$ cat config.mk
export PLATFORM = sky130hd
export DESIGN_NAME = uart_tx_core_flat
export DESIGN_NICKNAME = d
export VERILOG_FILES = /design/src/rtl/uart_tx_core_if.sv /design/src/rtl/uart_tx_core.sv /design/src/flat_wrapper.sv
export SDC_FILE = /design/constraint.sdc
export NUM_CORES = 1
export LEC_CHECK = 0
export ABC_AREA = 1
export CAP_MARGIN = 15
export CORE_MARGIN = 3
export CORE_UTILIZATION = 52
export DETAILED_ROUTE_END_ITERATION = 10
export HOLD_SLACK_MARGIN = 0.02
export PLACE_DENSITY = 0.78
export RECOVER_POWER = 25
export SETUP_SLACK_MARGIN = 0.4
export SLEW_MARGIN = 20
export SYNTH_ARGS = -nofsm -noshare
export SYNTH_HDL_FRONTEND = slang
export SYNTH_SLANG_ARGS = --single-unit
$ cat constraint.sdc
create_clock -name clk -period 1.8 [get_ports clk]
set_clock_uncertainty 0.1 [all_clocks]
set_input_delay 0.36 -clock clk [delete_from_list [all_inputs] [get_ports clk]]
set_output_delay 0.36 -clock clk [all_outputs]
set_load 0.01 [all_outputs]
$ cat src/rtl/uart_tx_core_if.sv
// uart_tx_core_if: parallel request side and serial/status side of the UART transmitter
interface uart_tx_core_if #(
    parameter int DATA_WIDTH = 8
);
    logic [DATA_WIDTH-1:0] P_DATA;
    logic                  DATA_VALID;
    logic                  PAR_EN;
    logic                  PAR_TYP;
    logic                  TX_OUT;
    logic                  busy;
    logic                  buf_full;

    modport master (
        output P_DATA, DATA_VALID, PAR_EN, PAR_TYP,
        input  TX_OUT, busy, buf_full
    );

    modport slave (
        input  P_DATA, DATA_VALID, PAR_EN, PAR_TYP,
        output TX_OUT, busy, buf_full
    );
endinterface

$ cat src/rtl/uart_tx_core.sv
// uart_tx_core: one-bit-per-clock UART frame serializer (start, LSB-first data, optional parity, stop); UART_TX_HOLD_BUF_EN adds a one-entry holding buffer
module uart_tx_core #(
    parameter int DATA_WIDTH = 8
) (
    input logic           clk,
    input logic           rst_n,
    uart_tx_core_if.slave bus
);
    localparam int CW = $clog2(DATA_WIDTH);
    localparam logic [CW-1:0] LAST = CW'(DATA_WIDTH - 1);

    typedef enum logic [2:0] {S_IDLE, S_START, S_DATA, S_PARITY, S_STOP} state_t;

    state_t                r_state, w_next;
    logic [CW-1:0]         r_cnt, w_cnt_next;
    logic [DATA_WIDTH-1:0] r_shift, w_shift_next;
    logic                  r_par_en, w_par_en_next;
    logic                  r_par, w_par_next;
    logic                  r_tx, w_tx_next;
    logic                  r_busy, w_busy_next;
    logic                  w_in_par;
    logic                  w_handoff;
    logic [DATA_WIDTH-1:0] w_buf_data;
    logic                  w_buf_pe;
    logic                  w_buf_par;

    assign w_in_par   = ^bus.P_DATA ^ bus.PAR_TYP;
    assign bus.TX_OUT = r_tx;
    assign bus.busy   = r_busy;

`ifdef UART_TX_HOLD_BUF_EN
    logic                  r_buf_full;
    logic [DATA_WIDTH-1:0] r_buf_data;
    logic                  r_buf_pe;
    logic                  r_buf_par;
    logic                  w_capture;

    assign w_handoff    = (r_state == S_STOP) && r_buf_full;
    assign w_capture    = bus.DATA_VALID && r_busy && (!r_buf_full || w_handoff);
    assign w_buf_data   = r_buf_data;
    assign w_buf_pe     = r_buf_pe;
    assign w_buf_par    = r_buf_par;
    assign bus.buf_full = r_buf_full;

    // Capture a request arriving mid-frame; a hand-off frees the slot on the same edge it may be refilled
    always_ff @(posedge clk or negedge rst_n) begin
        if (!rst_n) begin
            r_buf_full <= 1'b0;
            r_buf_data <= '0;
            r_buf_pe   <= 1'b0;
            r_buf_par  <= 1'b0;
        end else if (w_capture) begin
            r_buf_full <= 1'b1;
            r_buf_data <= bus.P_DATA;
            r_buf_pe   <= bus.PAR_EN;
            r_buf_par  <= w_in_par;
        end else if (w_handoff) begin
            r_buf_full <= 1'b0;
        end
    end
`else
    assign w_handoff    = 1'b0;
    assign w_buf_data   = '0;
    assign w_buf_pe     = 1'b0;
    assign w_buf_par    = 1'b0;
    assign bus.buf_full = 1'b0;
`endif

    // Next state plus the line/busy values for the next cycle, so both outputs leave a flop together
    always_comb begin
        w_next        = r_state;
        w_cnt_next    = r_cnt;
        w_shift_next  = r_shift;
        w_par_en_next = r_par_en;
        w_par_next    = r_par;
        w_tx_next     = 1'b1;
        w_busy_next   = 1'b1;
        case (r_state)
            S_IDLE: begin
                w_busy_next = 1'b0;
                if (bus.DATA_VALID) begin
                    w_next        = S_START;
                    w_tx_next     = 1'b0;
                    w_busy_next   = 1'b1;
                    w_shift_next  = bus.P_DATA;
                    w_par_en_next = bus.PAR_EN;
                    w_par_next    = w_in_par;
                end
            end
            S_START: begin
                w_next       = S_DATA;
                w_cnt_next   = '0;
                w_tx_next    = r_shift[0];
                w_shift_next = r_shift >> 1;
            end
            S_DATA: begin
                if (r_cnt == LAST) begin
                    w_next    = r_par_en ? S_PARITY : S_STOP;
                    w_tx_next = r_par_en ? r_par : 1'b1;
                end else begin
                    w_cnt_next   = r_cnt + 1'b1;
                    w_tx_next    = r_shift[0];
                    w_shift_next = r_shift >> 1;
                end
            end
            S_PARITY: w_next = S_STOP;
            S_STOP: begin
                if (w_handoff) begin
                    w_next        = S_START;
                    w_tx_next     = 1'b0;
                    w_shift_next  = w_buf_data;
                    w_par_en_next = w_buf_pe;
                    w_par_next    = w_buf_par;
                end else begin
                    w_next      = S_IDLE;
                    w_busy_next = 1'b0;
                end
            end
            default: begin
                w_next      = S_IDLE;
                w_busy_next = 1'b0;
            end
        endcase
    end

    // Frame state and registered outputs
    always_ff @(posedge clk or negedge rst_n) begin
        if (!rst_n) begin
            r_state  <= S_IDLE;
            r_cnt    <= '0;
            r_shift  <= '0;
            r_par_en <= 1'b0;
            r_par    <= 1'b0;
            r_tx     <= 1'b1;
            r_busy   <= 1'b0;
        end else begin
            r_state  <= w_next;
            r_cnt    <= w_cnt_next;
            r_shift  <= w_shift_next;
            r_par_en <= w_par_en_next;
            r_par    <= w_par_next;
            r_tx     <= w_tx_next;
            r_busy   <= w_busy_next;
        end
    end
endmodule

$ cat src/flat_wrapper.sv
// flat-port wrapper written by rule: the top's interface ports become plain ports
module uart_tx_core_flat 
#(
    parameter int DATA_WIDTH = 8
)
  (clk, rst_n, bus_P_DATA, bus_DATA_VALID, bus_PAR_EN, bus_PAR_TYP, bus_TX_OUT, bus_busy, bus_buf_full);
  uart_tx_core_if #(.DATA_WIDTH(DATA_WIDTH)) bus_i ();
  input logic clk;
  input logic rst_n;
  input wire logic [$bits(bus_i.P_DATA)-1:0] bus_P_DATA;
  input wire logic [$bits(bus_i.DATA_VALID)-1:0] bus_DATA_VALID;
  input wire logic [$bits(bus_i.PAR_EN)-1:0] bus_PAR_EN;
  input wire logic [$bits(bus_i.PAR_TYP)-1:0] bus_PAR_TYP;
  output wire logic [$bits(bus_i.TX_OUT)-1:0] bus_TX_OUT;
  output wire logic [$bits(bus_i.busy)-1:0] bus_busy;
  output wire logic [$bits(bus_i.buf_full)-1:0] bus_buf_full;
  assign bus_i.P_DATA = bus_P_DATA;
  assign bus_i.DATA_VALID = bus_DATA_VALID;
  assign bus_i.PAR_EN = bus_PAR_EN;
  assign bus_i.PAR_TYP = bus_PAR_TYP;
  assign bus_TX_OUT = bus_i.TX_OUT;
  assign bus_busy = bus_i.busy;
  assign bus_buf_full = bus_i.buf_full;
  uart_tx_core #(.DATA_WIDTH(DATA_WIDTH)) u_core (.clk(clk), .rst_n(rst_n), .bus(bus_i));
endmodule
==> summary.txt <==
Setup path
  – CP Max Fanout: 8
  – CP max stage delay: 400 ps
  – Critical path endpoint category: flop
  – Critical path data required time: 1920 ps
  – Setup CP Type: flop to flop
  – Delay-heaviest family, CP: flip-flops
  – Buf+Inv Stages, Crit Path: 1
  – Critical path's most frequent cell: nand2_2
  – CP Cell Sequence: ha_2 > ha_4 > nand2_2 > nand2_2 > a21oi_4 > clkbuf_16 > nand2_2 > o21ai_1
  – Arrival @ worst endpoint: 1700 ps
  – Crit start category: flop
  – Worst path slowest cell: dfrtp_1

STA
  – Slew headroom: 62.8%
  – Crit path time final: 1570 ps
  – Final Max Tran Viols: 0
  – Slew of the pin with the lowest slew margin: 558 ps
  – Fmax: 0.637 GHz
  – Endpoints failing hold: 0
  – Setup TNS: 0 ps
  – Setup-failing EPs final: 0
  – Period Utilization, post-route: 87.2%
  – Unrepaired setup endpoints after global routing: yes

Logic synthesis
  – Post-synth top area share: 41.3%
  – Synth top area cells: dfrtp_1, nand2_1, inv_1
  – Mapped Area: 1030 µm²
  – Cell taking the most area after synthesis: dfrtp_1
  – Register area share after synthesis: 43.8%
  – Mux share of post-synthesis cell area: 0%
  – Synth Register Bits: 18
  – Synth Area in Compound Gates: 14.6%
  – Synthesized instance count: 139
  – Synth Area in XOR/XNOR: 1.70%
  – Post-Synth Simple-Gate Area: 25.4%
  – Syn_area_per_cell: 7.42 µm²
  – Adder-Cell Fraction of Synth Area: 2.43%
  – Netlist cell types: 25
  – EDFF count, synth: 0
  – Top FF cell, synth: dfrtp_1
  – YS warnings: 0
  – Async set-reset flop share out of synthesis: 100%
  – Largest family of logic cells by synthesized area: simple AND/OR/NAND/NOR gates
  – Syn_nets: 154

GRT
  – Vias in the first global route: 935
  – Largest net degree at the start of global routing: 17
  – Total track usage: 20.3%
  – First-pass GRT wire length: 3910 µm
  – Initial antenna violation count: 0
  – Grt ovf: 0

Layout
  – Nets@finish: 181
  – Synth-to-Final Area Change: 40.3%
  – Most frequent cells in the layout: nand2_1, inv_1, dfrtp_1
  – Multi-input logic area: 562 µm²
  – Most common cell after layout, fill and taps aside: nand2_1
  – Fillers: 112
  – Register Area: 452 µm²
  – Ant. Diodes: 0
  – Post-route cell area: 1450 µm²
  – Proportion of layout cells with a drive suffix above 1: 30.3%

Floorplanning
  – Core area: 1800 µm²
  – Die ar.: 2550 µm²
  – Die Y: 50.5 µm
  – I/O pin count: 16
  – Starting Density: 57.2%
  – Die width: 50.5 µm
  – Row count: 15

Pwr
  – Pwr per Cell Area: 1690 nW/µm²
  – Pint: 1.38 mW
  – Comb power frac: 58.3%
  – Sequential fraction of design power: 31.1%
  – Worst VDD drop: 0.00123 V
  – Leakage: 0.773 nW
  – Psw: 1.07 mW
  – Clk pwr share: 10.6%
  – Switching Fraction: 43.7%

Place
  – RePlAce Congestion: 0.889
  – Port bufs: 14
  – Area after DPL: 1200 µm²
  – DP Wirelength: 1600 µm

Clock tree
  – Clk Latency, worst-skew pair: 300 ps
  – H-tree Lvls: 1
  – CTS tree: yes
  – Clk sinks: 18
  – Root Buffer: clkbuf_4
  – CTS Buffer Depth: 2
  – Num CTS Buffers: 3
  – Hold_buf cts: 0
  – Clk pin slew, worst setup/hold paths: 110 ps

Detailed routing
  – Vias: 1017
  – First-pass DRT Iterations: 4
  – Iteration-0 DRC Markers: 18
  – Post-route DRC: 0
  – Routed wire length: 2770 µm
  – Wire per inst: 14.6 µm
  – DRT antenna net count: 0
  – Post-DR vias/cell: 5.35

Job
  – Max-cap viol count: 0

Run status
  – Outcome: finished clean

Hold path
  – Worst hold path class: primary input to asynchronous set/reset pin
==> cell type report <==
type	instances	area share, %
inverters	26	6.75
multi-input cells	92	38.8
clock buffers	4	2.51
well taps	25	2.16
flip-flops and latches	18	31.2
repair buffers	25	18.5
==> cells in the mapped netlist (all sizes together), types with 2 or more instances <==
cell and instances:
nand2 45, inv 25, o21ai 18, dfrtp 17
nand3 10, nor2 6, a21oi 3, buf 3
a22o 2, ha 2
==> cells by family after synthesis <==
| group | count (synthesis) |
|---|---|
| and+or+nand+nor | 62 |
| buffers and inverters | 29 |
| AOI/OAI and AO/OA | 25 |
| DFF | 18 |
| xor gates and xnor gates | 2 |
| adders and majority gates | 2 |
| other | 1 |
==> power groups by stage <==
stage | Combinational (mW) | Clock (mW) | Sequential (mW)
final | 1.43 | 0.260 | 0.763
after CTS | 1.06 | 0.257 | 0.735
after global routing | 1.58 | 0.275 | 0.781
after floorplan | 0.710 | 0 | 0.719
after global placement | 0.870 | 0 | 0.723
after detailed placement | 0.907 | 0 | 0.733
==> worst paths after layout <==
path                                 start                end  slack, ps  cells past startpoint
min reg2reg                   u_core.r_par       u_core.r_par        410                      2
max                        u_core.r_cnt[0]  u_core.r_shift[4]        230                      8
max reg2reg                u_core.r_cnt[0]  u_core.r_shift[4]        230                      8
min in group clk             bus_P_DATA[7]  u_core.r_shift[7]        310                      3
min                                  rst_n  u_core.r_shift[5]        310                      1
max in group asynchronous            rst_n  u_core.r_state[1]        470                      2
==> worst register-to-register path: cells and delay by family, from the launching register on <==
family,cells,cell delay (ps)
AO/OA/AOI/OAI,2,270
adder cells (fa/ha/maj),2,360
buffers and inverters,1,190
flip-flops,1,400
AND/OR/NAND/NOR,3,170
==> state kept, by name, summed over array words and instances, names as in the netlist <==
| signal | flops |
|---|---|
| u_core.r_shift | 8 |
| u_core.r_cnt | 3 |
| u_core.r_state | 3 |
| u_core.bus.TX_OUT | 1 |
| u_core.bus.busy | 1 |
| u_core.r_par | 1 |
| u_core.r_par_en | 1 |
==> repair_timing <==
| item | CTS | global route |
|---|---|---|
| gates cloned | 0 | 1 |
| setup endpoints to repair | 17 | 15 |
| gates resized for setup | 8 | 31 |
| buffers inserted | 4 | 5 |
| pin swaps | 2 | 8 |
==> stage by stage <==
| stage | utilization [%] | power (mW) | cells | hold WS [ps] | setup WS (ps) |
|---|---|---|---|---|---|
| 6_report | 80.3 | 2.45 | 190 | 307 | 230 |
| 5_1_grt | 80.3 | 2.64 | 190 | 324 | 119 |
| 3_5_place_dp | 66.7 | 1.64 | 176 | 381 | 115 |
| 3_3_place_gp | 66.7 | 1.59 | 176 | 372 | 174 |
| 4_1_cts | 71.7 | 2.05 | 184 | 240 | 295 |
| 2_1_floorplan | - | 1.43 | 139 | -35.6 | 363 |
==> metal layers <==
metal  up-vias  wire length, µm  track usage (%)
li1        490                -                -
met1       495             1200             23.0
met2        23             1420             36.7
met3         9               91             5.64
met4         0               49             6.28
met5         -                0                0
Power figures use the tool's default switching activity.
